==> src/rtl/axis_tx_upsizer_64to256.sv <==
// axis_tx_upsizer_64to256
// Packs a 64-bit AXI-Stream TX packet stream into 256-bit words for the
// low-latency MAC TX port. Up to LANES input beats are gathered per output
// word. A word is closed early when tlast arrives. Packets handed to the MAC
// are counted in pkt_cnt.
//
// Handshake: on both ports a beat transfers on a rising clk edge where
// tvalid and tready are both high. Once m_axis_tvalid is raised, the output
// word (data, strb, last, user) is held unchanged until it is taken.
// s_axis_tready depends only on the output slot: it is high when the slot is
// empty or is draining this cycle. It never looks at s_axis_tvalid or tlast.

module axis_tx_upsizer_64to256 #(
    parameter int IN_W  = 64,
    parameter int LANES = 4,
    parameter int CNT_W = 16
) (
    input  logic                      clk,
    input  logic                      rst_n,
    input  logic [IN_W-1:0]           s_axis_tdata,
    input  logic [IN_W/8-1:0]         s_axis_tstrb,
    input  logic                      s_axis_tvalid,
    input  logic                      s_axis_tlast,
    input  logic                      s_axis_tuser,
    output logic                      s_axis_tready,
    output logic [IN_W*LANES-1:0]     m_axis_tdata,
    output logic [IN_W*LANES/8-1:0]   m_axis_tstrb,
    output logic                      m_axis_tvalid,
    output logic                      m_axis_tlast,
    output logic                      m_axis_tuser,
    input  logic                      m_axis_tready,
    output logic [CNT_W-1:0]          pkt_cnt
);

    localparam int SW     = IN_W / 8;
    localparam int OUT_W  = IN_W * LANES;
    localparam int OUT_SW = SW * LANES;
    localparam int ACC_N  = LANES - 1;
    localparam int IDX_W  = (LANES > 1) ? $clog2(LANES) : 1;
    localparam logic [IDX_W-1:0] LAST_IDX = IDX_W'(LANES - 1);

    // Lane index and partial-word accumulator (lanes 0..LANES-2 only; the
    // top lane is always supplied directly by the completing beat)
    logic [IDX_W-1:0]      r_idx;
    logic [IN_W*ACC_N-1:0] r_acc_data;
    logic [SW*ACC_N-1:0]   r_acc_strb;
    logic                  r_acc_user;

    // Registered output slot
    logic [OUT_W-1:0]      r_m_data;
    logic [OUT_SW-1:0]     r_m_strb;
    logic                  r_m_valid;
    logic                  r_m_last;
    logic                  r_m_user;
    logic [CNT_W-1:0]      r_pkt_cnt;

    logic                  w_s_ready;
    logic                  w_accept;
    logic                  w_complete;
    logic [OUT_W-1:0]      w_word_data;
    logic [OUT_SW-1:0]     w_word_strb;
    logic                  w_word_user;

    // Held low during reset; otherwise free when the slot is empty or draining
    assign w_s_ready  = rst_n & (~r_m_valid | m_axis_tready);
    assign w_accept   = s_axis_tvalid & w_s_ready;
    assign w_complete = w_accept & ((r_idx == LAST_IDX) | s_axis_tlast);

    // Assemble the word a completing beat would load: stored lanes below idx,
    // the incoming beat at idx, zero data and strobes above idx
    always_comb begin
        w_word_data = '0;
        w_word_strb = '0;
        w_word_user = r_acc_user | s_axis_tuser;
        for (int k = 0; k < ACC_N; k++) begin
            if (IDX_W'(k) < r_idx) begin
                w_word_data[k*IN_W +: IN_W] = r_acc_data[k*IN_W +: IN_W];
                w_word_strb[k*SW +: SW]     = r_acc_strb[k*SW +: SW];
            end
        end
        for (int k = 0; k < LANES; k++) begin
            if (IDX_W'(k) == r_idx) begin
                w_word_data[k*IN_W +: IN_W] = s_axis_tdata;
                w_word_strb[k*SW +: SW]     = s_axis_tstrb;
            end
        end
    end

    // Store non-completing beats into their lane; restart at lane 0 once a word closes
    always_ff @(posedge clk or negedge rst_n) begin
        if (!rst_n) begin
            r_idx      <= '0;
            r_acc_data <= '0;
            r_acc_strb <= '0;
            r_acc_user <= 1'b0;
        end else if (w_accept) begin
            if (w_complete) begin
                r_idx      <= '0;
                r_acc_data <= '0;
                r_acc_strb <= '0;
                r_acc_user <= 1'b0;
            end else begin
                for (int k = 0; k < ACC_N; k++) begin
                    if (r_idx == IDX_W'(k)) begin
                        r_acc_data[k*IN_W +: IN_W] <= s_axis_tdata;
                        r_acc_strb[k*SW +: SW]     <= s_axis_tstrb;
                    end
                end
                r_idx      <= r_idx + IDX_W'(1);
                r_acc_user <= r_acc_user | s_axis_tuser;
            end
        end
    end

    // Output slot: load on a completing beat, otherwise hold until taken
    always_ff @(posedge clk or negedge rst_n) begin
        if (!rst_n) begin
            r_m_data  <= '0;
            r_m_strb  <= '0;
            r_m_valid <= 1'b0;
            r_m_last  <= 1'b0;
            r_m_user  <= 1'b0;
        end else if (w_complete) begin
            r_m_data  <= w_word_data;
            r_m_strb  <= w_word_strb;
            r_m_valid <= 1'b1;
            r_m_last  <= s_axis_tlast;
            r_m_user  <= w_word_user;
        end else if (m_axis_tready) begin
            r_m_valid <= 1'b0;
        end
    end

    // Count packets whose final word the MAC has taken; wraps naturally
    always_ff @(posedge clk or negedge rst_n) begin
        if (!rst_n) begin
            r_pkt_cnt <= '0;
        end else if (r_m_valid & m_axis_tready & r_m_last) begin
            r_pkt_cnt <= r_pkt_cnt + CNT_W'(1);
        end
    end

    assign s_axis_tready = w_s_ready;
    assign m_axis_tdata  = r_m_data;
    assign m_axis_tstrb  = r_m_strb;
    assign m_axis_tvalid = r_m_valid;
    assign m_axis_tlast  = r_m_last;
    assign m_axis_tuser  = r_m_user;
    assign pkt_cnt       = r_pkt_cnt;

endmodule

==> config.mk <==
export PLATFORM = sky130hd
export DESIGN_NAME = axis_tx_upsizer_64to256
export DESIGN_NICKNAME = d
export VERILOG_FILES = /design/src/rtl/axis_tx_upsizer_64to256.sv
export SDC_FILE = /design/constraint.sdc
export NUM_CORES = 1
export LEC_CHECK = 0
export CORE_MARGIN = 1.5
export CORE_UTILIZATION = 52
export DETAILED_ROUTE_END_ITERATION = 10
export GPL_TIMING_DRIVEN = 0
export PLACE_DENSITY = 0.8
export SLEW_MARGIN = 20
export SYNTH_ARGS = -nofsm -noshare
export SYNTH_HDL_FRONTEND = slang
export SYNTH_SLANG_ARGS = --single-unit
==> constraint.sdc <==
create_clock -name clk -period 2.14 [get_ports clk]
set_clock_uncertainty 0.2 [all_clocks]
set_input_delay 0.642 -clock clk [delete_from_list [all_inputs] [get_ports clk]]
set_output_delay 0.642 -clock clk [all_outputs]
set_load 0.01 [all_outputs]
==> run summary <==
outcome: complete, but fails checks
failing checks: negative setup slack
number of distinct library cells after synthesis: 30
area added between synthesis and finish: 34.36%
Detailed Place HPWL: 43,700 um
period utilisation layout: 101.2%
leading cell types by total area after synthesis: sky130_fd_sc_hd__dfrtp_1 63%, sky130_fd_sc_hd__a22o_1 12%, sky130_fd_sc_hd__o21ai_1 5.2%
CP max stage cell: sky130_fd_sc_hd__dfrtp_1
post-synthesis cell count: 1,691
wire length of the first global-routing pass: 101,900 um
required time at the worst-slack endpoint: 1300 ps
core outline area: 39,640 um^2
Initial Utilization: 52.52%
critical path, cell by cell: nand2b_4 -> and2_4 -> buf_6
count of input and output buffers: 385
standard-cell rows: 73
static leakage power: 13.65 nW
worst-margin pin slew: 547.2 ps
overall overflow remaining after global route: 0
kind of start point of the critical path: register
worst ir drop on vdd: 0.8211 mV
cell type with the largest total area after synthesis: sky130_fd_sc_hd__dfrtp_1
total die area: 41,250 um^2
Hold Violations, Final: 0
layout cell share with drive strength beyond 1: 14.32%
worst-path maximum fanout: 2
R2R Setup Slk: 0 ps
CTS H-tree depth: 2
total power draw: 0.02937 W
sequential element share of the synthesized area: 63.22%
Mapped Nets: 1,774
number of pins exceeding their max-slew limit in the final report: 0
count of routing violations after the opening detailed-route iteration: 1,536
antenna violations before repair: 4
P per Cell Area: 1050 nW/um^2
count of max-cap constraint violations: 0
TritonCTS clock tree: built
first-pass iteration count of the detailed router: 7
Clock Latency Late Sink: 600 ps
shortest period the worst path allows: 2166 ps
final routed wirelength across all metal layers: 66,260 um
CP endpoint kind: output pin
critical setup path kind: reg2out
All-Layer GR Usage: 32.12%
worst min-delay path class: in2async
number of top-level pins: 386
setup repair after global routing missed its margin: true
die span in y: 203.1 um
Relative slew margins: 63.52%
total of endpoints with negative setup slack in the final report: 2
post-detailed-route count of antenna-violating nets: 0
routed wirelength normalized by instance count: 24.10 um
Warnings, synthesis: 0
total negative slack: -26.19 ps
average size of a mapped cell: 12.31 um^2
maximum number of pins on one net before global-route repair: 106
proportion of netlist area held by the largest area contributor: 63.22%
post-DR vias/cell: 6.069
CTS max path bufs: 3
final setup slack of the worst path: -25.76 ps
CTS clk-pin slew, worst paths: 60 ps
flip-flop and latch count after synthesis: 526
floorplan die width: 203.1 um
maximum cell stage delay along the critical path: 420 ps
vias in the first global route: 17,140
total CTS buffers: 51
number of vias in the routed layout: 16,680
Clk Tree Root Cell: sky130_fd_sc_hd__clkbuf_16
Residual DRC: 0
net total in the final layout: 2,264
area of the mapped netlist: 20,820 um^2
Max Fclk: 461.7 MHz
Fillers: 2,851
gpl congestion: 0.8817
number of clock sinks seen by CTS: 526
pre-CTS setup slack: -1159 ps
data arrival at the endpoint of the critical path: 1320 ps
## critical path: cells and delay by family, from the launching register on
kind	cells	cell delay [ps]
buf+inv	1	90
flops	1	420
simple gates	2	220
## per-stage QoR
step / instance area (um^2) / util (%) / instances / hold slack [ps]
2_1_floorplan: 20820 / - / 1691 / 146.4
3_3_place_gp: 25330 / 63.90 / 2601 / 260.8
3_5_place_dp: 25470 / 64.26 / 2606 / 276.2
4_1_cts: 27660 / 69.79 / 2733 / 45.68
5_1_grt: 27970 / 70.56 / 2748 / 66.65
6_report: 27970 / 70.57 / 2749 / 66.25
## flip-flops by register name, summed over array words and instances, names as in the netlist
register       flops
m_axis_tdata     256
m_axis_tlast       1
m_axis_tstrb      32
m_axis_tuser       1
m_axis_tvalid      1
pkt_cnt           16
r_acc_data       192
r_acc_strb        24
r_acc_user         1
r_idx              2
## layer usage
layer  vias to the layer above  global-route usage [%]  wire [um]
met5                         -                       0          0
met3                       157                   7.705       5538
met1                      8501                   42.66      26580
li1                       7232                       -          -
met2                       793                   50.81      31290
met4                         0                   13.62       2850
## power by group
group          internal, W  switching [W]
combinational      0.00326        0.00384
clock              0.00565        0.00386
sequential          0.0117        0.00108
total               0.0206        0.00878
## cell usage in the layout, fill, tap and decap left out, drive strengths merged
master,Yosys,routed
dfrtp,526,526
a22o,288,288
nand2,224,224
o21ai,222,222
buf,118,159
dlygate4sd2,0,150
clkdlybuf4s15,0,148
a22oi,144,144
clkbuf,32,125
clkdlybuf4s50,0,74
mux2i,73,73
nand3,11,11
clkinv,0,11
xnor2,10,10
and3,9,9
bufinv,0,6
nor2,6,6
xor2,5,5
ha,5,5
diode,0,4
inv,4,4
dlygate4sd3,0,3
nor3,2,2
or2,2,2
a21oi,2,2
bufbuf,0,2
nand4,2,2
and2,2,2
nor4,1,1
mux2,1,1
nand2b,1,1
nor2b,1,1
clkinvlp,0,1
## Yosys cell counts
| cell | instances |
|---|---|
| sky130_fd_sc_hd__a21oi_1 | 2 |
| sky130_fd_sc_hd__a22o_1 | 288 |
| sky130_fd_sc_hd__a22oi_1 | 144 |
| sky130_fd_sc_hd__and2_1 | 2 |
| sky130_fd_sc_hd__and3_1 | 9 |
| sky130_fd_sc_hd__buf_1 | 7 |
| sky130_fd_sc_hd__buf_2 | 64 |
| sky130_fd_sc_hd__buf_4 | 23 |
| sky130_fd_sc_hd__buf_6 | 24 |
| sky130_fd_sc_hd__clkbuf_1 | 32 |
| sky130_fd_sc_hd__dfrtp_1 | 526 |
| sky130_fd_sc_hd__ha_1 | 5 |
| sky130_fd_sc_hd__inv_1 | 4 |
| sky130_fd_sc_hd__mux2_2 | 1 |
| sky130_fd_sc_hd__mux2i_1 | 73 |
| sky130_fd_sc_hd__nand2_1 | 224 |
| sky130_fd_sc_hd__nand2b_4 | 1 |
| sky130_fd_sc_hd__nand3_1 | 11 |
| sky130_fd_sc_hd__nand4_1 | 1 |
| sky130_fd_sc_hd__nand4_2 | 1 |
| sky130_fd_sc_hd__nor2_1 | 6 |
| sky130_fd_sc_hd__nor2b_1 | 1 |
| sky130_fd_sc_hd__nor3_1 | 2 |
| sky130_fd_sc_hd__nor4_2 | 1 |
| sky130_fd_sc_hd__o21ai_0 | 2 |
| sky130_fd_sc_hd__o21ai_1 | 217 |
| sky130_fd_sc_hd__o21ai_2 | 3 |
| sky130_fd_sc_hd__or2_1 | 2 |
| sky130_fd_sc_hd__xnor2_1 | 10 |
| sky130_fd_sc_hd__xor2_1 | 5 |
## worst paths after layout
| check | start | end | depth (start not counted) |
|---|---|---|---|
| min | rst_n | r_acc_data[64]$_DFFE_PN0P_ | 4 |
| max reg2reg | r_idx[1]$_DFFE_PN0P_ | r_acc_strb[16]$_DFFE_PN0P_ | 7 |
| max in group asynchronous | rst_n | m_axis_tdata[43]$_DFFE_PN0P_ | 3 |
| max | m_axis_tvalid$_DFFE_PN0P_ | s_axis_tready | 3 |
| min in group clk | pkt_cnt[15]$_DFFE_PN0P_ | pkt_cnt[15]$_DFFE_PN0P_ | 1 |
| min reg2reg | pkt_cnt[15]$_DFFE_PN0P_ | pkt_cnt[15]$_DFFE_PN0P_ | 1 |
## final cells by class
class / instances / area, um^2 / area share (%)
clock inverters: 18 / 242.7 / 0.8677
repair buffers: 439 / 4357 / 15.57
inverters: 4 / 15.01 / 0.05367
plain buffers: 148 / 1226 / 4.383
multi-input cells: 1011 / 6778 / 24.23
clock buffers: 74 / 1525 / 5.452
well taps: 525 / 656.9 / 2.348
flip-flops and latches: 526 / 13160 / 47.06
diodes: 4 / 10.01 / 0.03578
## kinds of logic after synthesis
group	count (synthesis)	synth area share [%]
buffers and inverters	154	4.441
adder cells (fa/ha/maj)	5	0.3005
multiplexers	74	3.564
AND/OR/NAND/NOR	261	5.096
flip-flops	526	63.22
AO/OA/AOI/OAI	656	22.75
XOR/XNOR	15	0.6310
## what timing repair did
action,CTS,global route
setup endpoints to repair,815,482
setup buffers,25,11
gates resized for setup,519,142
pin swaps,3,5
hold buffers,8,0
gates cloned,2,3
endpoints found under the hold margin,99,0
Note: power is estimated with default switching activity, not from simulation.
